==> src/rtl/risc16_pkg.sv <==
// Shared encodings for the 16-bit multi-cycle CPU: opcodes, ALU ops, mux selects,
// FSM state codes and the controller's output bundle.
package risc16_pkg;

   localparam logic [3:0] OP_ADD  = 4'h0;
   localparam logic [3:0] OP_SUB  = 4'h1;
   localparam logic [3:0] OP_SLL  = 4'h2;
   localparam logic [3:0] OP_SRL  = 4'h3;
   localparam logic [3:0] OP_SAR  = 4'h4;
   localparam logic [3:0] OP_NAND = 4'h5;
   localparam logic [3:0] OP_OR   = 4'h6;
   localparam logic [3:0] OP_ADDI = 4'h7;
   localparam logic [3:0] OP_ORI  = 4'h8;
   localparam logic [3:0] OP_LW   = 4'h9;
   localparam logic [3:0] OP_SW   = 4'hA;
   localparam logic [3:0] OP_BEQ  = 4'hB;
   localparam logic [3:0] OP_BNE  = 4'hC;
   localparam logic [3:0] OP_J    = 4'hD;
   localparam logic [3:0] OP_JR   = 4'hE;
   localparam logic [3:0] OP_HALT = 4'hF;

   localparam logic [2:0] ALU_ADD  = 3'b000;
   localparam logic [2:0] ALU_SUB  = 3'b001;
   localparam logic [2:0] ALU_SLL  = 3'b010;
   localparam logic [2:0] ALU_SRL  = 3'b011;
   localparam logic [2:0] ALU_SAR  = 3'b100;
   localparam logic [2:0] ALU_NAND = 3'b101;
   localparam logic [2:0] ALU_OR   = 3'b110;

   localparam logic [1:0] ASB_REG = 2'b00;
   localparam logic [1:0] ASB_TWO = 2'b01;
   localparam logic [1:0] ASB_IMM = 2'b10;
   localparam logic [1:0] ASB_SHL = 2'b11;

   localparam logic [1:0] PCS_ALUOUT = 2'b00;
   localparam logic [1:0] PCS_REG    = 2'b01;
   localparam logic [1:0] PCS_ALU    = 2'b10;

   // R1 read-port source: R{10,RP}, RB or RA
   localparam logic [1:0] R1S_RP = 2'b00;
   localparam logic [1:0] R1S_RB = 2'b01;
   localparam logic [1:0] R1S_RA = 2'b10;

   localparam int unsigned STATE_W = 4;

   typedef enum logic [STATE_W-1:0] {
      StIdle   = 4'd0,
      StFetch  = 4'd1,
      StDecode = 4'd2,
      StExecR  = 4'd3,
      StExecI  = 4'd4,
      StWbAlu  = 4'd5,
      StAddr   = 4'd6,
      StMemRd  = 4'd7,
      StWbMem  = 4'd8,
      StMemWr  = 4'd9,
      StBr     = 4'd10,
      StJmp    = 4'd11,
      StJmpR   = 4'd12,
      StHalt   = 4'd13
   } state_e;

   typedef struct packed {
      logic       pc_write;
      logic       pc_write_cond;
      logic       bneq;
      logic       mem_rd;
      logic       mem_wr;
      logic       ird;
      logic       ir_wr;
      logic       reg_write;
      logic       reg_dst;
      logic       mem_to_reg;
      logic       sesf;
      logic       je;
      logic       alu_src_a;
      logic [1:0] r1_src;
      logic [1:0] alu_src_b;
      logic [1:0] pc_src;
      logic [2:0] alu_ctrl;
      logic       instr_done;
      logic       halted;
   } ctrl_t;

   function automatic logic [1:0] r1_src_of(input logic [3:0] op);
      if (op <= OP_OR) return R1S_RB;
      if (op == OP_ADDI || op == OP_ORI || op == OP_BEQ || op == OP_BNE) return R1S_RA;
      return R1S_RP;
   endfunction

endpackage

==> src/rtl/multicycle_ctrl_decode.sv <==
// Moore output decode for the multi-cycle controller: (state, opcode) -> control bundle.
// hold suppresses every write/strobe while leaving the mux selects untouched.
module multicycle_ctrl_decode
   import risc16_pkg::*;
(
   input  state_e     state,
   input  logic [3:0] opcode,
   input  logic       hold,
   output ctrl_t      ctrl
);

   always_comb begin
      ctrl = '0;
      case (state)
         StFetch: begin
            ctrl.ird       = 1'b1;
            ctrl.ir_wr     = 1'b1;
            ctrl.alu_src_b = ASB_TWO;
            ctrl.alu_ctrl  = ALU_ADD;
            ctrl.pc_src    = PCS_ALU;
            ctrl.pc_write  = 1'b1;
         end
         StDecode: begin
            ctrl.alu_src_b = ASB_SHL;
            ctrl.sesf      = 1'b1;
            ctrl.r1_src    = r1_src_of(opcode);
         end
         StExecR: begin
            ctrl.alu_src_a = 1'b1;
            ctrl.alu_src_b = ASB_REG;
            ctrl.alu_ctrl  = opcode[2:0];
            ctrl.r1_src    = r1_src_of(opcode);
         end
         StExecI: begin
            ctrl.alu_src_a = 1'b1;
            ctrl.alu_src_b = ASB_IMM;
            ctrl.sesf      = (opcode == OP_ADDI);
            ctrl.alu_ctrl  = (opcode == OP_ADDI) ? ALU_ADD : ALU_OR;
            ctrl.r1_src    = r1_src_of(opcode);
         end
         StWbAlu: begin
            ctrl.reg_write  = 1'b1;
            ctrl.instr_done = 1'b1;
            ctrl.r1_src     = r1_src_of(opcode);
         end
         StAddr: begin
            ctrl.alu_src_a = 1'b1;
            ctrl.alu_src_b = ASB_IMM;
            ctrl.sesf      = 1'b1;
            ctrl.alu_ctrl  = ALU_ADD;
            ctrl.r1_src    = r1_src_of(opcode);
         end
         StMemRd: begin
            ctrl.mem_rd = 1'b1;
            ctrl.r1_src = r1_src_of(opcode);
         end
         StWbMem: begin
            ctrl.reg_dst    = 1'b1;
            ctrl.mem_to_reg = 1'b1;
            ctrl.reg_write  = 1'b1;
            ctrl.instr_done = 1'b1;
            ctrl.r1_src     = r1_src_of(opcode);
         end
         StMemWr: begin
            ctrl.mem_wr     = 1'b1;
            ctrl.reg_dst    = 1'b1;
            ctrl.instr_done = 1'b1;
            ctrl.r1_src     = r1_src_of(opcode);
         end
         StBr: begin
            ctrl.alu_src_a     = 1'b1;
            ctrl.alu_src_b     = ASB_REG;
            ctrl.alu_ctrl      = ALU_SUB;
            ctrl.pc_write_cond = 1'b1;
            ctrl.pc_src        = PCS_ALUOUT;
            ctrl.bneq          = (opcode == OP_BNE);
            ctrl.instr_done    = 1'b1;
            ctrl.r1_src        = r1_src_of(opcode);
         end
         StJmp: begin
            ctrl.alu_src_b  = ASB_IMM;
            ctrl.je         = 1'b1;
            ctrl.alu_ctrl   = ALU_ADD;
            ctrl.pc_src     = PCS_ALU;
            ctrl.pc_write   = 1'b1;
            ctrl.instr_done = 1'b1;
            ctrl.r1_src     = r1_src_of(opcode);
         end
         StJmpR: begin
            ctrl.reg_dst    = 1'b1;
            ctrl.pc_src     = PCS_REG;
            ctrl.pc_write   = 1'b1;
            ctrl.instr_done = 1'b1;
            ctrl.r1_src     = r1_src_of(opcode);
         end
         StHalt:  ctrl.halted = 1'b1;
         default: ctrl = '0;
      endcase

      if (hold) begin
         ctrl.pc_write      = 1'b0;
         ctrl.pc_write_cond = 1'b0;
         ctrl.mem_rd        = 1'b0;
         ctrl.mem_wr        = 1'b0;
         ctrl.ird           = 1'b0;
         ctrl.ir_wr         = 1'b0;
         ctrl.reg_write     = 1'b0;
         ctrl.instr_done    = 1'b0;
      end
   end

endmodule

==> src/rtl/multicycle_ctrl.sv <==
// Moore FSM sequencing the 16-bit multi-cycle datapath one instruction at a time.
// Holds the state register and next-state logic; outputs come from multicycle_ctrl_decode.
module multicycle_ctrl
   import risc16_pkg::*;
#(
   parameter logic [3:0]  HALT_OP = OP_HALT,
   parameter int unsigned ST_W    = STATE_W
) (
   input  logic            clk,
   input  logic            rst_n,
   input  logic [3:0]      opcode,
   input  logic            hold,
   output logic            PCWrite,
   output logic            PCWriteCond,
   output logic            BNEq,
   output logic            MemRd,
   output logic            MemWr,
   output logic            IRd,
   output logic            IRWr,
   output logic            RegWrite,
   output logic            RegDst,
   output logic            MemToReg,
   output logic            SESF,
   output logic            JE,
   output logic            ALUSrcA,
   output logic [1:0]      R1Src,
   output logic [1:0]      ALUSrcB,
   output logic [1:0]      PCSrc,
   output logic [2:0]      ALUCtrl,
   output logic            instr_done,
   output logic            halted,
   output logic [ST_W-1:0] dbg_state
);

   state_e state_q, state_d, state_nxt;
   logic   state_known;
   ctrl_t  ctrl;

   always_ff @(posedge clk or negedge rst_n) begin
      if (!rst_n) state_q <= StIdle;
      else        state_q <= state_d;
   end

   always_comb begin
      state_nxt   = StIdle;
      state_known = 1'b1;
      case (state_q)
         StIdle:   state_nxt = StFetch;
         StFetch:  state_nxt = StDecode;
         StDecode: begin
            if (opcode == HALT_OP) begin
               state_nxt = StHalt;
            end else begin
               case (opcode)
                  OP_ADD, OP_SUB, OP_SLL, OP_SRL,
                  OP_SAR, OP_NAND, OP_OR:  state_nxt = StExecR;
                  OP_ADDI, OP_ORI:         state_nxt = StExecI;
                  OP_LW, OP_SW:            state_nxt = StAddr;
                  OP_BEQ, OP_BNE:          state_nxt = StBr;
                  OP_J:                    state_nxt = StJmp;
                  OP_JR:                   state_nxt = StJmpR;
                  default:                 state_nxt = StFetch;
               endcase
            end
         end
         StExecR, StExecI: state_nxt = StWbAlu;
         StAddr:   state_nxt = (opcode == OP_LW) ? StMemRd : StMemWr;
         StMemRd:  state_nxt = StWbMem;
         StWbAlu, StWbMem, StMemWr,
         StBr, StJmp, StJmpR: state_nxt = StFetch;
         StHalt:   state_nxt = StHalt;
         default: begin
            state_nxt   = StIdle;
            state_known = 1'b0;
         end
      endcase
      // An illegal code recovers to IDLE even under hold
      state_d = (hold && state_known) ? state_q : state_nxt;
   end

   multicycle_ctrl_decode u_decode (
      .state  (state_q),
      .opcode (opcode),
      .hold   (hold),
      .ctrl   (ctrl)
   );

   assign PCWrite     = ctrl.pc_write;
   assign PCWriteCond = ctrl.pc_write_cond;
   assign BNEq        = ctrl.bneq;
   assign MemRd       = ctrl.mem_rd;
   assign MemWr       = ctrl.mem_wr;
   assign IRd         = ctrl.ird;
   assign IRWr        = ctrl.ir_wr;
   assign RegWrite    = ctrl.reg_write;
   assign RegDst      = ctrl.reg_dst;
   assign MemToReg    = ctrl.mem_to_reg;
   assign SESF        = ctrl.sesf;
   assign JE          = ctrl.je;
   assign ALUSrcA     = ctrl.alu_src_a;
   assign R1Src       = ctrl.r1_src;
   assign ALUSrcB     = ctrl.alu_src_b;
   assign PCSrc       = ctrl.pc_src;
   assign ALUCtrl     = ctrl.alu_ctrl;
   assign instr_done  = ctrl.instr_done;
   assign halted      = ctrl.halted;
   assign dbg_state   = ST_W'(state_q);

endmodule

==> config.mk <==
export PLATFORM = sky130hd
export DESIGN_NAME = multicycle_ctrl
export DESIGN_NICKNAME = d
export VERILOG_FILES = /design/src/rtl/risc16_pkg.sv /design/src/rtl/multicycle_ctrl_decode.sv /design/src/rtl/multicycle_ctrl.sv
export SDC_FILE = /design/constraint.sdc
export NUM_CORES = 1
export LEC_CHECK = 0
export CAP_MARGIN = 20
export CORE_MARGIN = 3
export CORE_UTILIZATION = 41
export CTS_CLUSTER_DIAMETER = 200
export CTS_CLUSTER_SIZE = 25
export DETAILED_ROUTE_END_ITERATION = 10
export PLACE_DENSITY = 0.83
export SLEW_MARGIN = 20
export SYNTH_ARGS = -nofsm -noshare
export SYNTH_HDL_FRONTEND = slang
export SYNTH_SLANG_ARGS = --single-unit
==> constraint.sdc <==
create_clock -name clk -period 2.2 [get_ports clk]
set_clock_uncertainty 0.1 [all_clocks]
set_input_delay 0.66 -clock clk [delete_from_list [all_inputs] [get_ports clk]]
set_output_delay 0.66 -clock clk [all_outputs]
set_load 0.02 [all_outputs]
* Word level (Yosys, flattened, before mapping)
Memories as Yosys holds them, arrays and structs flattened.
Cells that the tools add are included.
** Word-level totals
- Register bits :: 4
- Latch bits :: 0
- Memory bits (writable) :: 0
- Bits in read-only memories :: 64
- Input port bits :: 7
- Word-level logic and storage cells :: 122
- Memories kept :: 1
** Operators by class
- Add/subtract/negate cells :: 0
- $mul :: 0
- Div/mod/pow operators :: 0
- $lt $le $gt $ge :: 1
- Equality and inequality tests :: 19
- Shift operators :: 0
- Multiplexer cells :: 84
- Bitwise logic cells :: 0
- Reduce and logical (&&, ||, !) cells :: 16
** Memory list
- (name not given) :: depth 16, width 4, read ports 1, clocked after memory_dff 0, wr ports 0, RTL line multicycle_ctrl.sv:54 : case (opcode)
** Operator list (count)
- two-way mux 2 bit :: 27
- two-way mux 1 bit :: 47
- == test 4 bit (second input constant) :: 11
- case mux 4 bit (7 select lines) :: 1
- case mux 2 bit (11 select lines) :: 1
- == test 4 x 3 -> 1 bit (second input constant) :: 5
- OR reduction 14 bit :: 1
- case mux 3 bit (3 select lines) :: 1
- OR reduction 3 bit :: 3
- == test 4 x 2 -> 1 bit (second input constant) :: 2
- two-way mux 4 bit :: 2
- OR reduction 2 bit :: 4
- OR reduction 7 bit :: 1
- case mux 2 bit (3 select lines) :: 1
- OR reduction 6 bit :: 1
- two-way mux 5 bit :: 1
- == test 4 x 1 -> 1 bit (second input constant) :: 1
- less-or-equal comparator 4 x 3 -> 1 bit (second input constant) :: 1
- logical NOT 4 bit :: 1
- case mux 2 bit (2 select lines) :: 1
- OR reduction 4 bit :: 1
- logical OR 1 bit :: 3
- two-way mux 3 bit :: 1
- case mux 1 bit (2 select lines) :: 1
- logical AND 1 bit :: 1

* Logic depth before layout (Yosys ltp)
Gate-level depths: netlist (run 1).
- Depth after elaboration :: 10
- Gate-level depth with buffers :: 6
- Depth with buffers taken out :: 4

* Cells and area by module
Synthesis (run 1) repeated with hierarchy kept, for this count alone.
** Second synthesis, totals
- Cell total of the unflattened synthesis :: 110
- Area, all modules :: 783.3 um^2
** By module, submodules not included
- multicycle_ctrl :: instances 1, cells an instance 51, area each 411.6 um^2, sequential area each 100.1 um^2
- multicycle_ctrl_decode :: instances 1, cells an instance 59, area each 371.6 um^2, sequential area each 0.0 um^2

* Worst setup path after synthesis (run 1)
No wires, ideal clock.
- Path type :: register -> output
- Start :: reg state_q[2], in the netlist dbg_state[2]
- End :: out PCWrite
- Data arrival time :: 1.715 ns
- Required time :: 1.440 ns
- Setup slack :: -0.275 ns
- Stages on the path, launching flop included :: 5
- Cell sequence :: dfrtp_1 buf_4 buf_2 nor3b_1 o21a_1
** On the way
- Cells in the longest elaborated chain, start to end :: 4
- Elaborated cells between the ends (all ways) :: 6
- Those cells by class :: eq/ne: 3; mux: 2; reduce/logical: 1
** Ends and longest elaborated chain
- start: declaration :: RTL line multicycle_ctrl.sv:35 : state_e state_q, state_d, state_nxt;
- start signal: assignment :: RTL line multicycle_ctrl.sv:40 : if (!rst_n) state_q <= StIdle;
- start signal: assignment :: RTL line multicycle_ctrl.sv:41 : else state_q <= state_d;
- == test 4 x 1 -> 1 bit / == test 4 bit (equally long branches) :: RTL line multicycle_ctrl_decode.sv:14 : case (state)
- OR reduction 3 bit (no line) (*)
- two-way mux 1 bit (*) :: RTL line multicycle_ctrl_decode.sv:14
- two-way mux 2 bit (*) :: RTL line multicycle_ctrl_decode.sv:100 : if (hold) begin
- end: declaration :: RTL line multicycle_ctrl.sv:13 : output logic PCWrite,
Mark *: on every way between the ends. The rest lies on a longest branch, timed or not.

* Worst setup path after layout (run 1)
- Start :: reg state_q[3], in the netlist dbg_state[3]
- End :: out PCWrite
Same word-level chain as after synthesis.

==> run metrics, run 1 <==
status=finished with violations; failing checks=negative setup slack; Largest register FFs=4; LEAKAGE=around 0.74 nW; htree depth=1; largest family of logic cells by synthesized area=simple AND/OR/NAND/NOR gates; Port Buffers=34; CP max-delay cell=dfrtp_2; grt ovf=0; nets=between 150 and 200; area share of fa/ha/maj cells after synthesis=0%; syn_nets=117; DR vias=approximately 1400; kind of launch point of the worst setup path=register; vias in the first global route=1236; Total Neg Setup Slack=-1.84 ns; worst-path cell chain=buf_6 -> xnor2_4 -> nor3b_4 -> buf_4 -> o21a_1 -> buf_6; I/O Pins=35; FF+latch count, synth=4; row count=15; Die ar.=around 0.0025 sq mm; first-pass GRT wire length=~5800 microns; share of cells above drive strength 1=approximately 65%; routed wire length=4580 microns; final worst setup slack=-0.170 ns; CP dominant cell by count=buf_6; largest net degree at the start of global routing=20; simple-gate area share of the yosys netlist=39.3%; post-DP HPWL=between 2000 and 2500 microns; clock root cell=clkbuf_4; CTS tree=done; # clock sinks=4; crit path kind=register to primary output; synthesized instance count=110; max_slew headroom=78.0%; total track usage=between 30% and 40%; DRC=0; Starting Density=about 45%; DR WL/cell=21.8 microns; Final Hold Viols=0; Final period util=108%; proportion of synthesized area in mux cells=0%; initial antenna violation count=0; PD cells=between 1000 and 1500 mW/mm^2; fmax=0.422 GHz; Clock transition at path regs=0.04 ns; Cell Area, Synth=~790 sq um; CTS Buf Count=3; drt first-iter violations=around 70; Worst path max stage delay=roughly 0.46 ns; clock buffer depth=2; Final Max Tran Viols=0; Final ANT Viol Nets=0; Worst Path Arrival=between 1.5 and 2 ns; worst path required time=around 1.4 ns; syn avg cell area=a little over 7 sq um; Die H=~50 microns; routed vias/inst=between 6 and 7; VDD IR max=between 0.9 and 1 mV; synthesis-to-finish area growth=110%; Critical Path End Type=primary output; Crit Path Max Fanout=5; count of cell types in the netlist=43; worst r2r src=dbg_state[3]$_DFFE_PN0N_; dpl ws=-0.953 ns; sequential area share after synthesis=approximately an eighth; Setup crit start=dbg_state[3]$_DFFE_PN0N_; final setup violation count=22; Final min period=roughly 2.4 ns; commonest non-fill, non-tap cells in the layout=buf_4 (54), buf_6 (18), nand2_1 (8); Initial DRT Pass Iterations=6; yosys warns=0; worst skew pair latency=between 0.2 and 0.25 ns; commonest non-fill, non-tap cell in the layout=buf_4; RSZ-0062 raised after global routing=true; Compound-Gate Fraction of Synth Area=31.6%; MaxCap Viol Count=0; core area=between 0.0015 and 0.002 sq mm; HP Class=primary input to async pin; Die Width=approximately 50 microns; Routability Congestion=0.896; Worst-Margin Slew=approximately 0.32 ns; ant diodes=0; post-synthesis xor/xnor area fraction=under 10%; CTS Hold Buffers Added=0
## metal layers
layer	track usage (%)	routed length, microns	part of all wire, %	up-vias
li1	-	-	-	555
met1	33.4	1590	35	621
met2	57.0	2200	48	141
met3	3.02	468	10	41
met4	12.9	312	6.8	0
met5	0	0	0	-
## kinds of logic (layout without fill, tap and decap cells)
kind of cell	after synthesis	count (layout)
AND/OR/NAND/NOR	51	51
AO/OA/AOI/OAI	35	35
flip-flops	4	4
XOR/XNOR	2	2
buffers and inverters	18	93
## per-stage QoR
stage	hold WS (ns)	utilization (%)	area, sq um	total power [mW]	std cells
6_report	0.518	93.5	1650	2.21	210
5_1_grt	0.530	93.5	1650	2.29	210
4_1_cts	0.525	87.7	1550	1.94	207
3_5_place_dp	0.652	81.5	1440	1.67	195
3_3_place_gp	0.636	81.5	1440	1.63	195
2_1_floorplan	0.264	-	846	0.964	110
## power breakdown
group | internal (mW) | switching (mW)
Sequential | 0.106 | 0.0484
Combinational | 0.933 | 1.03
Clock | 0.0613 | 0.0347
Total | 1.10 | 1.11
## final timing paths
| kind | endpoint | slack [ns] | cells after the start |
|---|---|---|---|
| worst max-delay path | PCWrite | -0.17 | 6 |
| max in group asynchronous | dbg_state[2]$_DFFE_PN0N_ | 1.29 | 1 |
| worst min-delay path | dbg_state[1]$_DFFE_PN0N_ | 0.52 | 1 |
| worst min register to register | dbg_state[2]$_DFFE_PN0N_ | 0.69 | 2 |
| min in group clk | dbg_state[2]$_DFFE_PN0N_ | 0.69 | 2 |
| worst max register to register | dbg_state[3]$_DFFE_PN0N_ | 0.26 | 7 |
## synthesized netlist by cell type, drive strengths merged
library cell,number,share of area [%]
a211oi,1,0.95
a21boi,1,0.95
a21o,1,0.95
a21oi,13,8.3
a221oi,1,1.9
a2bb2oi,1,1.1
a311oi,2,3.0
a31oi,2,1.6
a32o,1,1.3
a41oi,1,1.1
and2b,1,0.95
and3,1,0.80
and4b,1,1.3
and4bb,1,1.6
buf,13,12
clkbuf,2,0.95
dfrtp,4,13
inv,3,1.4
nand2,8,3.8
nand2b,8,7.3
nand3b,2,1.9
nand4,1,0.80
nor2,9,4.3
nor2b,4,3.2
nor3,10,7.6
nor3b,2,1.9
nor4,1,0.80
nor4b,1,1.9
o211ai,2,1.9
o21a,1,0.95
o22ai,3,2.4
o311ai,1,1.1
o31ai,2,1.9
o32ai,2,2.2
or2,1,1.1
xnor2,1,1.1
xor2,1,1.1
## layout make-up
cell class	count	area [sq um]
well taps	25	31.3
fillers	62	114
clock buffers	3	22.5
flip-flops and latches	4	104
inverters	3	11.3
multi-input cells	88	752
repair buffers	87	729
## critical path, delay by kind of cell, from the launching register on
kind                      cells  cell delay [ns]
xor gates and xnor gates      1             0.14
AOI/OAI and AO/OA             1             0.14
DFF                           1             0.46
and+or+nand+nor               1             0.22
buffers and inverters         3             0.41
## timing repair
action | 4_1_cts | 5_1_grt
endpoints found under the setup margin | 28 | 22
gates resized for setup | 167 | 18
pin swaps | 10 | 5
buffers inserted | 9 | 4
(Power assumes the default switching activity.)
==> run 2: changes to the inputs <==
- CORE_UTILIZATION: 41 -> 25
- GPL_TIMING_DRIVEN: default -> 0
- PLACE_DENSITY: 0.83 -> 0.57
- REMOVE_ABC_BUFFERS: default -> 1
==> run 2 against run 1 <==
  * Critical endpoint is now ALUSrcA
  * The run still ends with negative setup slack left
  * Register-to-register slack better by 0.11 ns
  * First-iteration DRC count down 38%
  * Combinational power down 17%
  * Critical path type unchanged
  * Non-clock buffer count down 19
  * Highest routed layer unchanged
==> run metrics, run 2 (same netlist as run 1, synthesis figures left out) <==
largest net degree at the start of global routing=15 (-25%); row count=19 (+4); Clock Power Share=5.0% (+0.7 points); cell internal pwr=955 uW (-13%); worst-path cell chain=buf_6 -> buf_6 -> nand2b_4 -> inv_2 -> a21oi_2 -> o22ai_1 -> buf_4; Sw Pwr=961 uW (-14%); final hold slack=0.515 ns (-0.00349 ns); Multi-input gate area=736 sq um (-2.2%); Total Neg Setup Slack=-0.725 ns (+1.11 ns); Worst path max stage delay=0.51 ns (+0.05 ns); Area after DPL=0.00108 sq mm (-25%); Gate power share=84.8% (-3.9 points); share of cells above drive strength 1=65.7% (+0.26 points); drt first-iter violations=44 (-38%); CTS Buf Count=3 (unchanged); DR WL/cell=15.3 microns (-30%); commonest non-fill, non-tap cells in the layout=buf_4 (34), buf_6 (15), a21oi_1 (7), buf_2 (7), a21oi_2 (6); Crit path max-delay family=flip-flops; Clock transition at path regs=0.04 ns (about the same); CP max-delay cell=dfrtp_4; Port Buffers=34 (unchanged); failing checks=negative setup slack; PD cells=1220 mW/mm^2 (-9.0%); Switching Share=50.1% (-0.14 points); total track usage=15.4% (-15 points); worst r2r src=dbg_state[3]$_DFFE_PN0N_; Initial DRT Pass Iterations=4 (-2); kind of launch point of the worst setup path=register; htree depth=1 (unchanged); CP dominant cell by count=buf_6; Worst-Margin Slew=0.308 ns (-0.0164 ns); CTS tree=done; dpl ws=-1.17 ns (-0.219 ns); worst r2r path cells=7 (unchanged); Flop pwr share=10.2% (+3.2 points); Die H=62.1 microns (+25%); ant diodes=0 (unchanged); Final Max Tran Viols=0 (unchanged); post-route cell area=0.00157 sq mm (-4.9%); crit path kind=register to primary output; Final period util=107% (-0.55 points); I/O Pins=35 (unchanged); routed wire length=3180 microns (-30%); Starting Density=27.4% (-17 points); max_slew headroom=79.5% (+1.4 points); synthesis-to-finish area growth=99.5%; RSZ-0062 raised after global routing=true; routed vias/inst=5.25 (-19%); post-DP HPWL=1650 microns (-26%); initial antenna violation count=0 (unchanged); Seq. cell area=113 sq um (+8.4%); Final min period=2.36 ns (-0.0122 ns); nets=175 (-9.8%); fmax=0.424 GHz (+0.52%); first-pass GRT wire length=4930 microns (-15%); # clock sinks=4 (unchanged); Die Width=62.1 microns (+25%); Critical Path End Type=primary output; Layout Cells excl Fill=208 (-0.95%); final worst setup slack=-0.158 ns (+0.0122 ns); worst skew pair latency=0.24 ns (about the same); Routability Congestion=0.745 (-17%); Final Hold Viols=0 (unchanged); Final ANT Viol Nets=0 (unchanged); MaxCap Viol Count=0 (unchanged); Largest register FFs=4 (unchanged); Die ar.=0.00386 sq mm (+55%); Crit Path Max Fanout=7 (+2); Tot Pwr=1.92 mW (-13%); clock root cell=clkbuf_4; LEAKAGE=0.677 nW (-8.9%); VDD IR max=0.354 mV (-63%); core area=0.00288 sq mm (+63%); DRC=0 (unchanged); DR vias=1092 (-20%); worst path required time=1.44 ns (about the same); Worst Path Arrival=1.60 ns (about the same); fillers=256 (+310%); placed cell count=171 (-12%); status=finished with violations; commonest non-fill, non-tap cell in the layout=buf_4; Crit Reg-Reg Endpoint=dbg_state[1]$_DFFE_PN0N_; HP Class=primary input to async pin; reg-to-reg slack, setup=0.37 ns (+0.11 ns); CTS Hold Buffers Added=0 (unchanged); grt ovf=0 (unchanged); crit path buf inv count=4 (+1); final setup violation count=10 (-55%); vias in the first global route=1035 (-16%); clock buffer depth=2 (unchanged); post-layout util=54.6% (-39 points)
[run 2: cell types whose count changed in the layout (fill, tap and decap cells not counted), moves of 3 or more]
| cell | delta |
|---|---|
| nor2_1 | -4 |
| nand2_1 | -4 |
| a21oi_4 | -3 |
| dfrtp_4 | +3 |
| nor2_2 | +4 |
| buf_4 | -20 |
| buf_6 | -3 |
[run 2: worst max path at each step]
stage                             to  slack [ns]  cells past startpoint                startpoint
after detailed placement  ALUCtrl[1]       -1.17                      5                 opcode[3]
after global placement    ALUCtrl[1]       -1.15                      5                 opcode[3]
final                        ALUSrcA       -0.16                      7  dbg_state[3]$_DFFE_PN0N_
after CTS                    ALUSrcA       -0.15                      7  dbg_state[3]$_DFFE_PN0N_
after floorplan              PCWrite       -0.50                      3  dbg_state[1]$_DFFE_PN0N_
after global routing         ALUSrcA       -0.22                      7  dbg_state[3]$_DFFE_PN0N_
[run 2: repair_timing]
item,in CTS,in global routing
pin swaps,7,5
gates resized for setup,171,59
setup endpoints to repair,28,20
gates cloned,1,0
setup buffers,22,11
[run 2: power by group through the flow]
stage / registers [mW] / clock network (mW) / logic [mW]
after floorplan: 0.269 / 0 / 0.535
after global placement: 0.285 / 0 / 0.939
after detailed placement: 0.285 / 0 / 0.948
after CTS: 0.192 / 0.101 / 1.20
after global routing: 0.202 / 0.110 / 1.72
final: 0.195 / 0.0965 / 1.63
[run 2: final cells by class]
type | instances | area share [%]
Multi-Input combinational cell | 88 | 46.9
Timing Repair Buffer | 68 | 40.3
Sequential cell | 4 | 7.17
Tap cell | 42 | 3.35
Clock buffer | 3 | 1.43
Inverter | 3 | 0.876
[run 2: metal layers]
layer  share of wire, %  vias to the layer above  wire length (microns)  track usage [%]
met5                  0                        -                      0                0
met4               0.50                        0                     16             4.42
met3                8.7                        2                    278             6.49
met2                 50                       48                   1600             25.7
met1                 40                      526                   1280             18.0
li1                   -                      516                      -                -
[run 2: worst register-to-register path: stages (launching register included)]
cell	delay [ns]
dfrtp_4	0.51
buf_6	0.15
buf_4	0.13
buf_4	0.18
nor4b_2	0.26
o311ai_1	0.14
o211ai_1	0.13
a32o_1	0.16
